--- config.mk ---
export PLATFORM = sky130hd
export DESIGN_NAME = y86_fetch_unit
export DESIGN_NICKNAME = d
export VERILOG_FILES = /design/src/rtl/y86_fetch_unit.sv
export SDC_FILE = /design/constraint.sdc
export NUM_CORES = 1
export LEC_CHECK = 0
export ABC_AREA = 1
export CAP_MARGIN = 20
export CORE_ASPECT_RATIO = 2
export CORE_UTILIZATION = 56
export DETAILED_ROUTE_END_ITERATION = 6
export PLACE_DENSITY_LB_ADDON = 0.1
export SETUP_SLACK_MARGIN = 0.5
export SYNTH_ARGS = -nofsm -noshare
export SYNTH_HDL_FRONTEND = slang
export SYNTH_SLANG_ARGS = --single-unit
--- constraint.sdc ---
create_clock -name clk -period 6.65 [get_ports clk]
set_clock_uncertainty 0.1 [all_clocks]
set_input_delay 0.665 -clock clk [delete_from_list [all_inputs] [get_ports clk]]
set_output_delay 0.665 -clock clk [all_outputs]
set_load 0.1 [all_outputs]
--- src/rtl/y86_fetch_unit.sv ---
// Y86-64 fetch stage: pulls one instruction byte per transfer, splits it into
// icode/ifun/rA/rB/valC and hands the result to decode over valid/ready.
module y86_fetch_unit #(
   parameter logic [63:0] RESET_PC = 64'h0
) (
   input  logic        clk,
   input  logic        rst_n,
   input  logic        pc_load,
   input  logic [63:0] pc_new,
   output logic        mem_req,
   output logic [63:0] mem_addr,
   input  logic [7:0]  mem_rdata,
   input  logic        mem_rvalid,
   output logic        inst_valid,
   input  logic        inst_ready,
   output logic [3:0]  icode,
   output logic [3:0]  ifun,
   output logic [3:0]  rA,
   output logic [3:0]  rB,
   output logic [63:0] valC,
   output logic [63:0] valP,
   output logic        inst_err
);

   typedef enum logic [2:0] {
      ST_OP,
      ST_REG,
      ST_CONST,
      ST_OUT,
      ST_HALTED
   } state_t;

   state_t      state_q, state_d;
   logic [63:0] pc_q, pc_d;
   logic [3:0]  icode_q, icode_d;
   logic [3:0]  ifun_q, ifun_d;
   logic [3:0]  ra_q, ra_d;
   logic [3:0]  rb_q, rb_d;
   logic [63:0] valc_q, valc_d;
   logic [63:0] valp_q, valp_d;
   logic [3:0]  off_q, off_d;
   logic [2:0]  k_q, k_d;
   logic        first_q;

   logic        byte_done;
   logic        handshake;
   logic [3:0]  new_icode;

   function automatic logic [3:0] inst_len(input logic [3:0] ic);
      case (ic)
         4'h2, 4'h6, 4'hA, 4'hB: inst_len = 4'd2;
         4'h7, 4'h8:             inst_len = 4'd9;
         4'h3, 4'h4, 4'h5:       inst_len = 4'd10;
         default:                inst_len = 4'd1;
      endcase
   endfunction

   function automatic logic has_reg(input logic [3:0] ic);
      case (ic)
         4'h2, 4'h3, 4'h4, 4'h5, 4'h6, 4'hA, 4'hB: has_reg = 1'b1;
         default:                                  has_reg = 1'b0;
      endcase
   endfunction

   function automatic logic has_const(input logic [3:0] ic);
      case (ic)
         4'h3, 4'h4, 4'h5, 4'h7, 4'h8: has_const = 1'b1;
         default:                      has_const = 1'b0;
      endcase
   endfunction

   // Byte offset within the instruction doubles as the fetch address offset.
   assign mem_req    = !first_q && (state_q == ST_OP || state_q == ST_REG || state_q == ST_CONST);
   assign mem_addr   = pc_q + {60'd0, off_q};
   assign inst_valid = (state_q == ST_OUT);
   assign inst_err   = inst_valid && (icode_q > 4'hB);
   assign icode      = icode_q;
   assign ifun       = ifun_q;
   assign rA         = ra_q;
   assign rB         = rb_q;
   assign valC       = valc_q;
   assign valP       = valp_q;

   assign byte_done  = mem_req && mem_rvalid;
   assign handshake  = inst_valid && inst_ready;
   assign new_icode  = mem_rdata[7:4];

   always_comb begin
      state_d = state_q;
      pc_d    = pc_q;
      icode_d = icode_q;
      ifun_d  = ifun_q;
      ra_d    = ra_q;
      rb_d    = rb_q;
      valc_d  = valc_q;
      valp_d  = valp_q;
      off_d   = off_q;
      k_d     = k_q;

      case (state_q)
         ST_OP: begin
            if (byte_done) begin
               icode_d = new_icode;
               ifun_d  = mem_rdata[3:0];
               ra_d    = 4'hF;
               rb_d    = 4'hF;
               valc_d  = 64'd0;
               k_d     = 3'd0;
               off_d   = 4'd1;
               if (has_reg(new_icode)) begin
                  state_d = ST_REG;
               end else if (has_const(new_icode)) begin
                  state_d = ST_CONST;
               end else begin
                  state_d = ST_OUT;
                  valp_d  = pc_q + {60'd0, inst_len(new_icode)};
               end
            end
         end
         ST_REG: begin
            if (byte_done) begin
               ra_d  = mem_rdata[7:4];
               rb_d  = mem_rdata[3:0];
               off_d = 4'd2;
               if (has_const(icode_q)) begin
                  state_d = ST_CONST;
               end else begin
                  state_d = ST_OUT;
                  valp_d  = pc_q + {60'd0, inst_len(icode_q)};
               end
            end
         end
         ST_CONST: begin
            if (byte_done) begin
               valc_d[{k_q, 3'b000} +: 8] = mem_rdata;
               k_d   = k_q + 3'd1;
               off_d = off_q + 4'd1;
               if (k_q == 3'd7) begin
                  state_d = ST_OUT;
                  valp_d  = pc_q + {60'd0, inst_len(icode_q)};
               end
            end
         end
         ST_OUT: begin
            if (handshake) begin
               pc_d    = valp_q;
               off_d   = 4'd0;
               state_d = (icode_q == 4'h0 || icode_q > 4'hB) ? ST_HALTED : ST_OP;
            end
         end
         default: begin
         end
      endcase

      // A redirect overrides whatever the current state decided this cycle.
      if (pc_load) begin
         state_d = ST_OP;
         pc_d    = pc_new;
         ra_d    = 4'hF;
         rb_d    = 4'hF;
         valc_d  = 64'd0;
         off_d   = 4'd0;
         k_d     = 3'd0;
      end
   end

   always_ff @(posedge clk or negedge rst_n) begin
      if (!rst_n) begin
         state_q <= ST_OP;
         pc_q    <= RESET_PC;
         icode_q <= 4'h0;
         ifun_q  <= 4'h0;
         ra_q    <= 4'hF;
         rb_q    <= 4'hF;
         valc_q  <= 64'd0;
         valp_q  <= 64'd0;
         off_q   <= 4'd0;
         k_q     <= 3'd0;
         first_q <= 1'b1;
      end else begin
         state_q <= state_d;
         pc_q    <= pc_d;
         icode_q <= icode_d;
         ifun_q  <= ifun_d;
         ra_q    <= ra_d;
         rb_q    <= rb_d;
         valc_q  <= valc_d;
         valp_q  <= valp_d;
         off_q   <= off_d;
         k_q     <= k_d;
         first_q <= 1'b0;
      end
   end

endmodule

==> qor.txt <==
outcome -> complete, no violations
post-CTS setup buffers -> 0
routed via count -> 14190
later-pin clock latency in the skew report -> 540 ps
P_int -> 3.417 mW
Placed Area -> 16120 µm²
clock power share -> 0.152
Avg Vias per Cell -> 5.890
Peak VDD IR -> 0.0004990 V
die area -> 24280 µm²
Top delay family on crit path -> buffers and inverters
Rows -> 79
Starting Density -> 0.5696
initial antenna violation count -> 1
Hold-fix buffers, CTS -> 0
Area growth, synth to finish -> 27.06%
Post-Route WL -> 55.40 mm
clock sinks -> 219
IO Pins -> 288
Reg power frac -> 0.265
relative slew slack -> 0.1970
Congestion Overflow GR -> 0
ys async rst share -> 1.000
Routed Antenna Nets -> 0
synth warn -> 0
Hold Fails Final Rpt -> 0
Worst Path Buf+Inv -> 3
Worst EP required -> 5880 ps
critical-path cell list -> ha_1, inv_1, fa_1, inv_1, nand3_1, nand2_1, nand2_1, nor2_2, nand3_1, nor2_1, xor2_1, clkdlybuf4s50_1
vias in the first global route -> 14200
Reg2Reg Setup Slack -> 2640 ps
PnR worst setup slack -> 1699 ps
fill count -> 1775
DRT Pass-1 Iters -> 6
final core occ -> 0.7238
DIE HEIGHT -> 219.4 µm
EDFF count, synth -> 0
Root Driver -> clkbuf_16
largest fanout on the critical path -> 5
GR Util All Layers -> 0.4524
RSZ-0062 raised after global routing -> false
setup TNS -> 0 ps
DRC -> 0
post-route cell area -> 16810 µm²
cells after synthesis -> 1863
fin nets -> 2205
WS Path Type -> flip-flop to primary output
CTS Buf Count -> 21
Hold Crit Class -> primary input to asynchronous set/reset pin
Post-Syn Area -> 13230 µm²
Slew Viols, Final -> 0
syn avg cell area -> 7.102 µm²
stages on the worst setup path -> 12
Core ar. -> 23230 µm²
CP startpoint -> off_q[0]
Tot Pwr -> 8.236 mW
CP max-delay cell -> clkdlybuf4s50_1
Clock Tree Buf Depth -> 3
Synth Flop Type -> dfrtp_1
post-DP HPWL -> 42.50 mm
#FFs+latches synth -> 219
Placer Congestion -> 1.092
first-pass GRT wire length -> 81.52 mm
register area share after synthesis -> 0.4150
I/O Buffers -> 287
reg-to-reg endpoint -> valP[62]
Cell variety after synth -> 44
fmax -> 202.0 MHz
CTS resizes -> 0
Startpoint Class -> flip-flop
fraction of the cycle the final worst path needs -> 0.7445
die width -> 110.7 µm
worst stage delay on the critical path -> 1150 ps
Leakage -> 7.503 nW
Routed WL per cell -> 23.00 µm
syn_nets -> 1957
crit path to -> mem_addr[38]
Psw -> 4.818 mW
maxcap violations -> 0
combinational power share -> 0.584
Min Clock Period, post-route -> 4951 ps
RR Startpoint -> state_q[2]
Worst Setup End Kind -> primary output
Power Dens Cells -> 489.9 nW/µm²
H-tree level count -> 1
Final setup viols -> 0
pre-CTS WS -> 2279 ps
largest net degree at the start of global routing -> 117
worst-margin pin slew -> 1194 ps
critical path arrival -> 4190 ps
worst reg2reg path depth -> 23
fraction of layout cells with a size suffix above 1 -> 0.05035
CTS tree -> yes
Net Sw Frac -> 0.5851
CTS clk-pin slew, worst paths -> 70 ps
DRT iter0 DRCs -> 1174
cells by family (layout without fill, tap and decap cells):
kind of cell | after synthesis | after routing | synth area share
flip-flops | 219 | 219 | 0.4150
buffers and inverters | 240 | 502 | 0.07868
adder cells (fa/ha/maj) | 17 | 17 | 0.01721
other | 1 | 2 | 0.0002834
AO/OA/AOI/OAI | 255 | 255 | 0.1084
XOR/XNOR | 72 | 72 | 0.04766
multiplexers | 1 | 1 | 0.0008510
AND/OR/NAND/NOR | 1058 | 1058 | 0.3319
cell usage after synthesis, types with 2 or more instances:
cell type,n,share of area
o21a_1,3,0.0017
xnor2_1,8,0.0053
nand3_1,107,0.040
inv_1,162,0.046
ha_1,15,0.014
a21oi_1,17,0.0064
dfrtp_1,210,0.40
nor3_1,17,0.0064
nor3_4,3,0.0037
nand4_1,19,0.0090
o21bai_1,7,0.0040
a31oi_1,47,0.022
buf_6,9,0.0077
buf_2,25,0.0095
nor2_1,223,0.063
inv_2,8,0.0023
o21ai_1,26,0.0098
o211ai_1,20,0.011
nand2_2,9,0.0043
nor4_1,6,0.0028
nand3_2,3,0.0023
nor2_2,21,0.0099
xor2_1,64,0.042
buf_4,10,0.0057
dfstp_2,9,0.018
clkbuf_2,2,0.00076
nand2_1,640,0.18
clkbuf_1,22,0.0062
fa_1,2,0.0030
nor2_4,5,0.0043
o21ai_0,131,0.050
metrics by stage:
step	cells	hold WS (ps)
after floorplan	1863	269.4
after global placement	2371	368.4
after detailed placement	2371	377.3
after CTS	2408	207.9
after global routing	2408	233.0
final	2409	160.3
cell type report:
| class | count | area (µm²) | area share |
|---|---|---|---|
| clock inverter | 5 | 58.81 | 0.003498 |
| tap | 283 | 354.1 | 0.02106 |
| inverter | 171 | 643.1 | 0.03825 |
| sequential | 219 | 5492 | 0.3266 |
| multi-input combinational | 1404 | 6711 | 0.3992 |
| timing repair buffer | 294 | 2924 | 0.1739 |
| clock buffer | 32 | 626.9 | 0.03729 |
| antenna | 1 | 2.502 | 0.0001488 |
registers in the layout, indices dropped and copies added, names as in the netlist:
register	count
state_q	3
valC	64
icode	4
off_q	4
first_q	1
valP	64
rA	4
rB	4
ifun	4
k_q	3
pc_q	64
placed cells by master (no fill, tap or decap), types with 2 or more instances in the layout:
master	instances
fa_1	2
clkinvlp_4	2
nor2_4	6
nand3_1	107
xor2_1	64
xnor2_1	8
o21ai_0	131
a31oi_1	47
nand4_1	19
o21a_1	3
nor2_2	20
clkdlybuf4s50_1	285
nor3_1	17
nor2_1	223
ha_1	15
clkinv_2	2
dfrtp_1	210
clkbuf_1	5
inv_1	162
nor3_4	3
dfstp_2	9
o21bai_1	7
clkbuf_16	21
nand3_2	3
clkbuf_8	7
o21ai_1	26
buf_4	7
o211ai_1	20
nor4_1	6
a21oi_1	17
nand2_1	639
nand2_2	9
inv_2	8
worst register-to-register path, stage by stage (launching register included):
cell     delay (ps)
dfrtp_1         440
inv_1           190
nand2_1         120
nor2_1          190
inv_1           140
nand2_1         120
inv_1            60
nand2_1          70
o21ai_0         160
inv_1           100
ha_1            180
inv_1            60
fa_1            420
inv_1           100
nand3_1          70
nand2_1         270
nand2_1         170
nor2_2          420
nand2_1         200
nor2_1          130
nand2_1          60
nand2_1          60
nand2_1          40
nand2_1          80
per-layer routing:
metal | routed length, µm | share of wire | track usage | up-vias
li1 | - | - | - | 6429
met1 | 16300 | 0.29 | 0.4024 | 6647
met2 | 28540 | 0.52 | 0.8197 | 797
met3 | 3752 | 0.068 | 0.08837 | 313
met4 | 6786 | 0.12 | 0.4671 | 2
met5 | 28 | 0.00051 | 0.008333 | -
how the worst min path moves through the flow:
| stage | depth (start not counted) | slack [ps] | to | startpoint |
|---|---|---|---|---|
| floorplan | 0 | 270 | icode[0] | rst_n |
| global route | 1 | 230 | pc_q[42] | rst_n |
| CTS | 1 | 210 | pc_q[24] | rst_n |
| finish | 1 | 160 | pc_q[42] | rst_n |
| detailed placement | 2 | 380 | valC[39] | valC[39] |
| global placement | 2 | 370 | valC[25] | valC[25] |
power by group through the flow:
stage	clock network (mW)	logic, mW	registers, mW
after floorplan	0	2.08	3.56
after global placement	0	4.70	2.16
after global routing	1.29	4.99	2.19
after CTS	1.25	4.78	2.15
final	1.25	4.81	2.18
after detailed placement	0	4.76	2.17
No activity file was read; power rests on OpenSTA's default activity.
